===== config.mk =====
export PLATFORM = sky130hd
export DESIGN_NAME = bcd2bin_sched
export DESIGN_NICKNAME = d
export VERILOG_FILES = /design/src/rtl/bcd2bin_sched_pkg.sv /design/src/rtl/rr_arbiter.sv /design/src/rtl/bcd2bin_sched.sv
export SDC_FILE = /design/constraint.sdc
export NUM_CORES = 1
export LEC_CHECK = 0
export BUFFER_PORTS_ARGS = -buffer_cell sky130_fd_sc_hd__buf_2
export CAP_MARGIN = 20
export CORE_ASPECT_RATIO = 0.7
export CORE_MARGIN = 2
export CORE_UTILIZATION = 44
export DETAILED_ROUTE_END_ITERATION = 12
export PLACE_DENSITY = 0.7
export SLEW_MARGIN = 15
export SYNTH_ARGS = -nofsm -noshare
export SYNTH_HDL_FRONTEND = slang
export SYNTH_SLANG_ARGS = --single-unit

===== constraint.sdc =====
create_clock -name clk -period 8.99 [get_ports clk]
set_input_delay 1.3485 -clock clk [delete_from_list [all_inputs] [get_ports clk]]
set_output_delay 1.3485 -clock clk [all_outputs]
set_load 0.01 [all_outputs]

===== src/rtl/bcd2bin_sched_pkg.sv =====
// Shared types and defaults for the BCD-to-binary request scheduler.
package bcd2bin_sched_pkg;

  localparam int unsigned DefNumReq  = 4;
  localparam int unsigned DefTimeout = 64;

  // Scheduler FSM: grant in idle, start the converter, wait, hold the response.
  typedef enum logic [1:0] {
    StIdle,
    StIssue,
    StWait,
    StResp
  } state_e;

  // Index width that stays at least one bit for a single requester.
  function automatic int unsigned id_width(input int unsigned n);
    return (n > 1) ? $clog2(n) : 1;
  endfunction

  // A BCD digit is only legal in 0..9.
  function automatic logic bcd_digit_bad(input logic [3:0] d);
    return d > 4'd9;
  endfunction

endpackage


===== src/rtl/rr_arbiter.sv =====
// Round-robin arbiter: the search begins at ptr_i and wraps at NumReq-1.
module rr_arbiter
  import bcd2bin_sched_pkg::*;
#(
  parameter int unsigned  NumReq = DefNumReq,
  localparam int unsigned IdW    = id_width(NumReq)
) (
  input  logic [NumReq-1:0] req_i,
  input  logic [IdW-1:0]    ptr_i,
  output logic [NumReq-1:0] gnt_o,
  output logic [IdW-1:0]    idx_o,
  output logic              any_o
);

  // One extra bit so ptr + offset cannot overflow before the wrap.
  localparam int unsigned PosW = IdW + 1;

  logic [PosW-1:0] pos;

  // Walk the requesters from the pointer onward and take the first one.
  always_comb begin
    gnt_o = '0;
    idx_o = '0;
    any_o = 1'b0;
    pos   = '0;
    for (int unsigned i = 0; i < NumReq; i++) begin
      pos = {1'b0, ptr_i} + PosW'(i);
      if (pos >= PosW'(NumReq)) begin
        pos = pos - PosW'(NumReq);
      end
      if (!any_o && req_i[pos[IdW-1:0]]) begin
        any_o                 = 1'b1;
        idx_o                 = pos[IdW-1:0];
        gnt_o[pos[IdW-1:0]]   = 1'b1;
      end
    end
  end

endmodule


===== src/rtl/bcd2bin_sched.sv =====
// Shares one bcd2bin converter among NUM_REQ requesters; one conversion in flight.
module bcd2bin_sched
  import bcd2bin_sched_pkg::*;
#(
  parameter int unsigned  NUM_REQ = DefNumReq,
  parameter int unsigned  TIMEOUT = DefTimeout,
  localparam int unsigned IdW     = id_width(NUM_REQ)
) (
  input  logic                 clk,
  input  logic                 reset_n,
  input  logic [NUM_REQ-1:0]   req_valid,
  input  logic [8*NUM_REQ-1:0] req_bcd,
  output logic [NUM_REQ-1:0]   req_ready,
  output logic                 rsp_valid,
  input  logic                 rsp_ready,
  output logic [IdW-1:0]       rsp_id,
  output logic [6:0]           rsp_bin,
  output logic                 rsp_err,
  output logic                 cv_start,
  output logic [3:0]           cv_bcd1,
  output logic [3:0]           cv_bcd0,
  input  logic                 cv_ready,
  input  logic                 cv_done_tick,
  input  logic [6:0]           cv_bin
);

  localparam int unsigned     CntW    = $clog2(TIMEOUT + 1);
  // cnt_q counts WAIT cycles from 0, so TIMEOUT-1 marks the last allowed cycle.
  localparam logic [CntW-1:0] CntLast = CntW'(TIMEOUT - 1);
  localparam logic [IdW-1:0]  IdLast  = IdW'(NUM_REQ - 1);

  state_e          state_q, state_d;
  logic [IdW-1:0]  ptr_q, ptr_d;
  logic [IdW-1:0]  id_q, id_d;
  logic [3:0]      bcd1_q, bcd1_d;
  logic [3:0]      bcd0_q, bcd0_d;
  logic [CntW-1:0] cnt_q, cnt_d;
  logic [6:0]      bin_q, bin_d;
  logic            err_q, err_d;

  logic [NUM_REQ-1:0] arb_gnt;
  logic [IdW-1:0]     arb_idx;
  logic               arb_any;
  logic [7:0]         sel_bcd;
  logic               grant_en;

  rr_arbiter #(
    .NumReq(NUM_REQ)
  ) u_rr_arbiter (
    .req_i (req_valid),
    .ptr_i (ptr_q),
    .gnt_o (arb_gnt),
    .idx_o (arb_idx),
    .any_o (arb_any)
  );

  // Pick the granted requester's BCD byte out of the flat input bus.
  always_comb begin
    sel_bcd = '0;
    for (int unsigned i = 0; i < NUM_REQ; i++) begin
      if (arb_gnt[i]) begin
        sel_bcd = req_bcd[8*i +: 8];
      end
    end
  end

  // Reset is included so no requester sees its request consumed during reset.
  assign grant_en = (state_q == StIdle) && cv_ready && arb_any && reset_n;

  // Next-state logic, data capture and the one-cycle accept pulse.
  always_comb begin
    state_d   = state_q;
    ptr_d     = ptr_q;
    id_d      = id_q;
    bcd1_d    = bcd1_q;
    bcd0_d    = bcd0_q;
    cnt_d     = cnt_q;
    bin_d     = bin_q;
    err_d     = err_q;
    req_ready = '0;

    unique case (state_q)
      StIdle: begin
        if (grant_en) begin
          req_ready = arb_gnt;
          id_d      = arb_idx;
          bcd1_d    = sel_bcd[7:4];
          bcd0_d    = sel_bcd[3:0];
          if (bcd_digit_bad(sel_bcd[7:4]) || bcd_digit_bad(sel_bcd[3:0])) begin
            // Illegal digits never reach the converter.
            bin_d   = '0;
            err_d   = 1'b1;
            state_d = StResp;
          end else begin
            state_d = StIssue;
          end
        end
      end

      StIssue: begin
        cnt_d   = '0;
        state_d = StWait;
      end

      StWait: begin
        // Done wins over the terminal count when both land together.
        if (cv_done_tick) begin
          bin_d   = cv_bin;
          err_d   = 1'b0;
          state_d = StResp;
        end else if (cnt_q == CntLast) begin
          bin_d   = '0;
          err_d   = 1'b1;
          state_d = StResp;
        end else begin
          cnt_d = cnt_q + CntW'(1);
        end
      end

      StResp: begin
        if (rsp_ready) begin
          ptr_d   = (id_q == IdLast) ? '0 : id_q + IdW'(1);
          state_d = StIdle;
        end
      end

      default: begin
        state_d = StIdle;
      end
    endcase
  end

  // State and datapath registers; reset abandons any in-flight request.
  always_ff @(posedge clk or negedge reset_n) begin
    if (!reset_n) begin
      state_q <= StIdle;
      ptr_q   <= '0;
      id_q    <= '0;
      bcd1_q  <= '0;
      bcd0_q  <= '0;
      cnt_q   <= '0;
      bin_q   <= '0;
      err_q   <= 1'b0;
    end else begin
      state_q <= state_d;
      ptr_q   <= ptr_d;
      id_q    <= id_d;
      bcd1_q  <= bcd1_d;
      bcd0_q  <= bcd0_d;
      cnt_q   <= cnt_d;
      bin_q   <= bin_d;
      err_q   <= err_d;
    end
  end

  assign cv_start  = (state_q == StIssue);
  assign cv_bcd1   = bcd1_q;
  assign cv_bcd0   = bcd0_q;
  assign rsp_valid = (state_q == StResp);
  assign rsp_id    = id_q;
  assign rsp_bin   = bin_q;
  assign rsp_err   = err_q;

endmodule

==> impl_metrics.env <==
export IMPL_cp_slowest_cell="dfrtp_1"
export IMPL_synth_flop_cell="dfrtp_1"
export IMPL_synthAdderAreaFrac_pct=7.104
export IMPL_routed_via_density=5.476
export IMPL_crit_family="flip-flops"
export IMPL_max_vdd_ir_drop_mv=0.1466
export IMPL_tritoncts="built"
export IMPL_min_from="cv_bcd1[0]"
export IMPL_crit_buf_inv=2
export IMPL_die_w_um=90.22
export IMPL_drive_above_1_share_pct=31.79
export IMPL_slew_viol_final=0
export IMPL_rr_startpoint="ptr_q[0]"
export IMPL_pre_cts_ws_ps=4260
export IMPL_powerDensity_nw_per_um2=336.4
export IMPL_root_buffer="clkbuf_8"
export IMPL_outcome="completed"
export IMPL_rows=21
export IMPL_final_cell_area_um2=2756
export IMPL_synth_top_family_by_area="simple AND/OR/NAND/NOR gates"
export IMPL_synth_edf_count=0
export IMPL_holdWs_ps=480.3
export IMPL_die_area_um2=5806
export IMPL_yosys_warnings=0
export IMPL_grt_pass1_vias=1858
export IMPL_crit_path_max_fanout=20
export IMPL_hp_class="flip-flop to flip-flop"
export IMPL_timing_slew_headroom_pct=55.88
export IMPL_grt_use_total_pct=19.62
export IMPL_post_drt_wl_per_cell_um=13.84
export IMPL_initial_core_util_pct=46.85
export IMPL_portBuffers=71
export IMPL_crit_arrival_ps=3440
export IMPL_drtAntennaViolNets=0
export IMPL_timing_final_crit_share_pct=53.26
export IMPL_synthCells=258
export IMPL_ys_seq_area_share_pct=31.69
export IMPL_regArea_um2=725.7
export IMPL_post_cts_buffers=0
export IMPL_placed_area_um2=2670
export IMPL_syn_num_nets=319
export IMPL_grt_start_max_net_pins=31
export IMPL_crit_path_start_kind="flip-flop"
export IMPL_period_needed_ps=4788
export IMPL_setup_violations_final=0
export IMPL_ff2ff_path_depth=11
export IMPL_fin_ws_ps=4202
export IMPL_synth_compound_area_share_pct=21.42
export IMPL_tightest_slew_ps=661.9
export IMPL_clk_latency_ps=280
export IMPL_drcViolationCount=0
export IMPL_coreArea_um2=4887
export IMPL_htreeDepth=2
export IMPL_drtIter0Drc=123
export IMPL_synthMuxAreaShare_pct=10.49
export IMPL_crit_required_ps=7640
export IMPL_nets=384
export IMPL_setup_tns_final_ps=0
export IMPL_first_pass_iters=4
export IMPL_gr_total_overflow=0
export IMPL_ys_types=52
export IMPL_hold_violations=0
export IMPL_clk_pin_slew_worst_paths_ps=60
export IMPL_p_leak_uw=0.001354
export IMPL_antenna_cells=0
export IMPL_synth_area_per_cell_um2=8.875
export IMPL_max_freq_mhz=208.9
export IMPL_io_pins=72
export IMPL_holdPathStages=2
export IMPL_ys_ff_latch=29
export IMPL_slowest_delay_ps=770
export IMPL_finalWeightedCongestion=0.9199
export IMPL_dpl_hpwl_um=4205
export IMPL_routed_wl_um=5438
export IMPL_area_growth_pct=20.38
export IMPL_grt_pass1_wl_um=9252
export IMPL_synth_async_reset_ratio_pct=100.0
export IMPL_n_fill_cell=488
export IMPL_cts_buffers_inserted=5
export IMPL_rsz0062_at_grt="no"
export IMPL_antenna_found_initial=0
export IMPL_end_kind="primary output"
export IMPL_synth_simple_gate_area_share_pct=24.04
export IMPL_startpoint="ptr_q[0]"
export IMPL_die_h_um=64.36
export IMPL_syn_cell_area_um2=2290
export IMPL_skew_ps=6.135
export IMPL_vias=2152
export IMPL_cap_violations=0
export IMPL_synth_xor_area_share_pct=0.7650
export IMPL_multi_input_area_um2=1461
export IMPL_holdBufCountCts=0
export IMPL_post_cts_resized=0
export IMPL_clock_sinks=29
export IMPL_cts_path_max_buffers=2
export IMPL_path_cells="inv_1 -> ha_1 -> mux4_2 -> or3_1 -> a21oi_1 -> a2111o_1 -> nor2b_1 -> buf_2"
export IMPL_criticalPathCategory="flip-flop to primary output"
export IMPL_cp_depth=8
[flip-flops by register name, indices dropped and copies added, names as in the netlist]
| name | count |
|---|---|
| state_q | 2 |
| cnt_q | 7 |
| rsp_id | 2 |
| cv_bcd1 | 4 |
| cv_bcd0 | 4 |
| ptr_q | 2 |
| rsp_err | 1 |
| rsp_bin | 7 |
[per-stage QoR]
stage	utilization (%)	cells	total power (µW)
global placement	54.63	385	821.9
finish	56.40	393	927.2
CTS	56.40	393	932.3
floorplan	-	258	686.2
detailed placement	54.63	385	825.3
global route	56.40	393	1020
[Yosys cell counts (all sizes together), types with 4 or more instances]
| master | number | share of area (%) |
|---|---|---|
| a21oi | 13 | 2.8 |
| nand4 | 4 | 1.1 |
| buf | 8 | 2.0 |
| or3 | 4 | 1.1 |
| dfrtp | 29 | 32 |
| inv | 9 | 1.5 |
| nor2b | 8 | 2.2 |
| mux2 | 12 | 7.2 |
| or3b | 4 | 1.5 |
| nand2 | 36 | 5.9 |
| and3 | 14 | 3.8 |
| clkbuf | 6 | 0.98 |
| o21ai | 19 | 4.2 |
| ha | 13 | 7.1 |
| nor2 | 18 | 3.0 |
| nand3 | 6 | 1.3 |
[worst paths after layout]
kind	end	slack [ps]
hold reg to reg	cv_bcd1[0]	480
min in group asynchronous	rsp_bin[2]	1090
setup / recovery	req_ready[3]	4200
setup reg to reg	rsp_bin[6]	4640
hold / removal	cv_bcd1[0]	480
max in group asynchronous	cnt_q[0]	7480
[metal layers]
metal / share of wire [%] / routed length, µm / global-route usage [%] / up-vias
met1: 53 / 2868 / 31.26 / 1006
met4: 0.33 / 18 / 3.462 / 0
met2: 41 / 2216 / 26.22 / 63
met5: 0 / 0 / 0 / -
met3: 6.2 / 335 / 5.189 / 3
li1: - / - / - / 1080
[final cells by class]
| type | count | area share (%) |
|---|---|---|
| inverter | 9 | 1.226 |
| multi-input combinational | 206 | 53.02 |
| timing repair buffer | 72 | 13.16 |
| tap | 69 | 3.132 |
| clock inverter | 3 | 0.6355 |
| sequential | 29 | 26.33 |
| clock buffer | 5 | 2.497 |
[power by group]
group          switching [µW]  internal (µW)
Combinational             341            257
Sequential               47.0            180
Clock                    48.8           53.2
[cell families (layout without fill, tap and decap cells)]
family	count (synthesis)	count (layout)
muxes	17	17
xor gates and xnor gates	2	2
AOI/OAI and AO/OA	65	65
buffers and inverters	23	89
and+or+nand+nor	109	109
adders and majority gates	13	13
DFF	29	29
[cell usage in the layout, fill, tap and decap left out, types with 5 or more instances in the layout]
cell / n
buf_2: 71
nand2_1: 36
dfrtp_1: 29
o21ai_0: 18
nor2_1: 18
and3_1: 14
a21oi_1: 13
ha_1: 13
inv_1: 9
nor2b_1: 8
mux2_4: 8
nand3_1: 6
clkbuf_8: 5
[worst min-delay path: stages (launching register included)]
cell and delay [ps]:
dfrtp_1 340, nand2_1 40, o21ai_0 60
(Power assumes the default switching activity.)
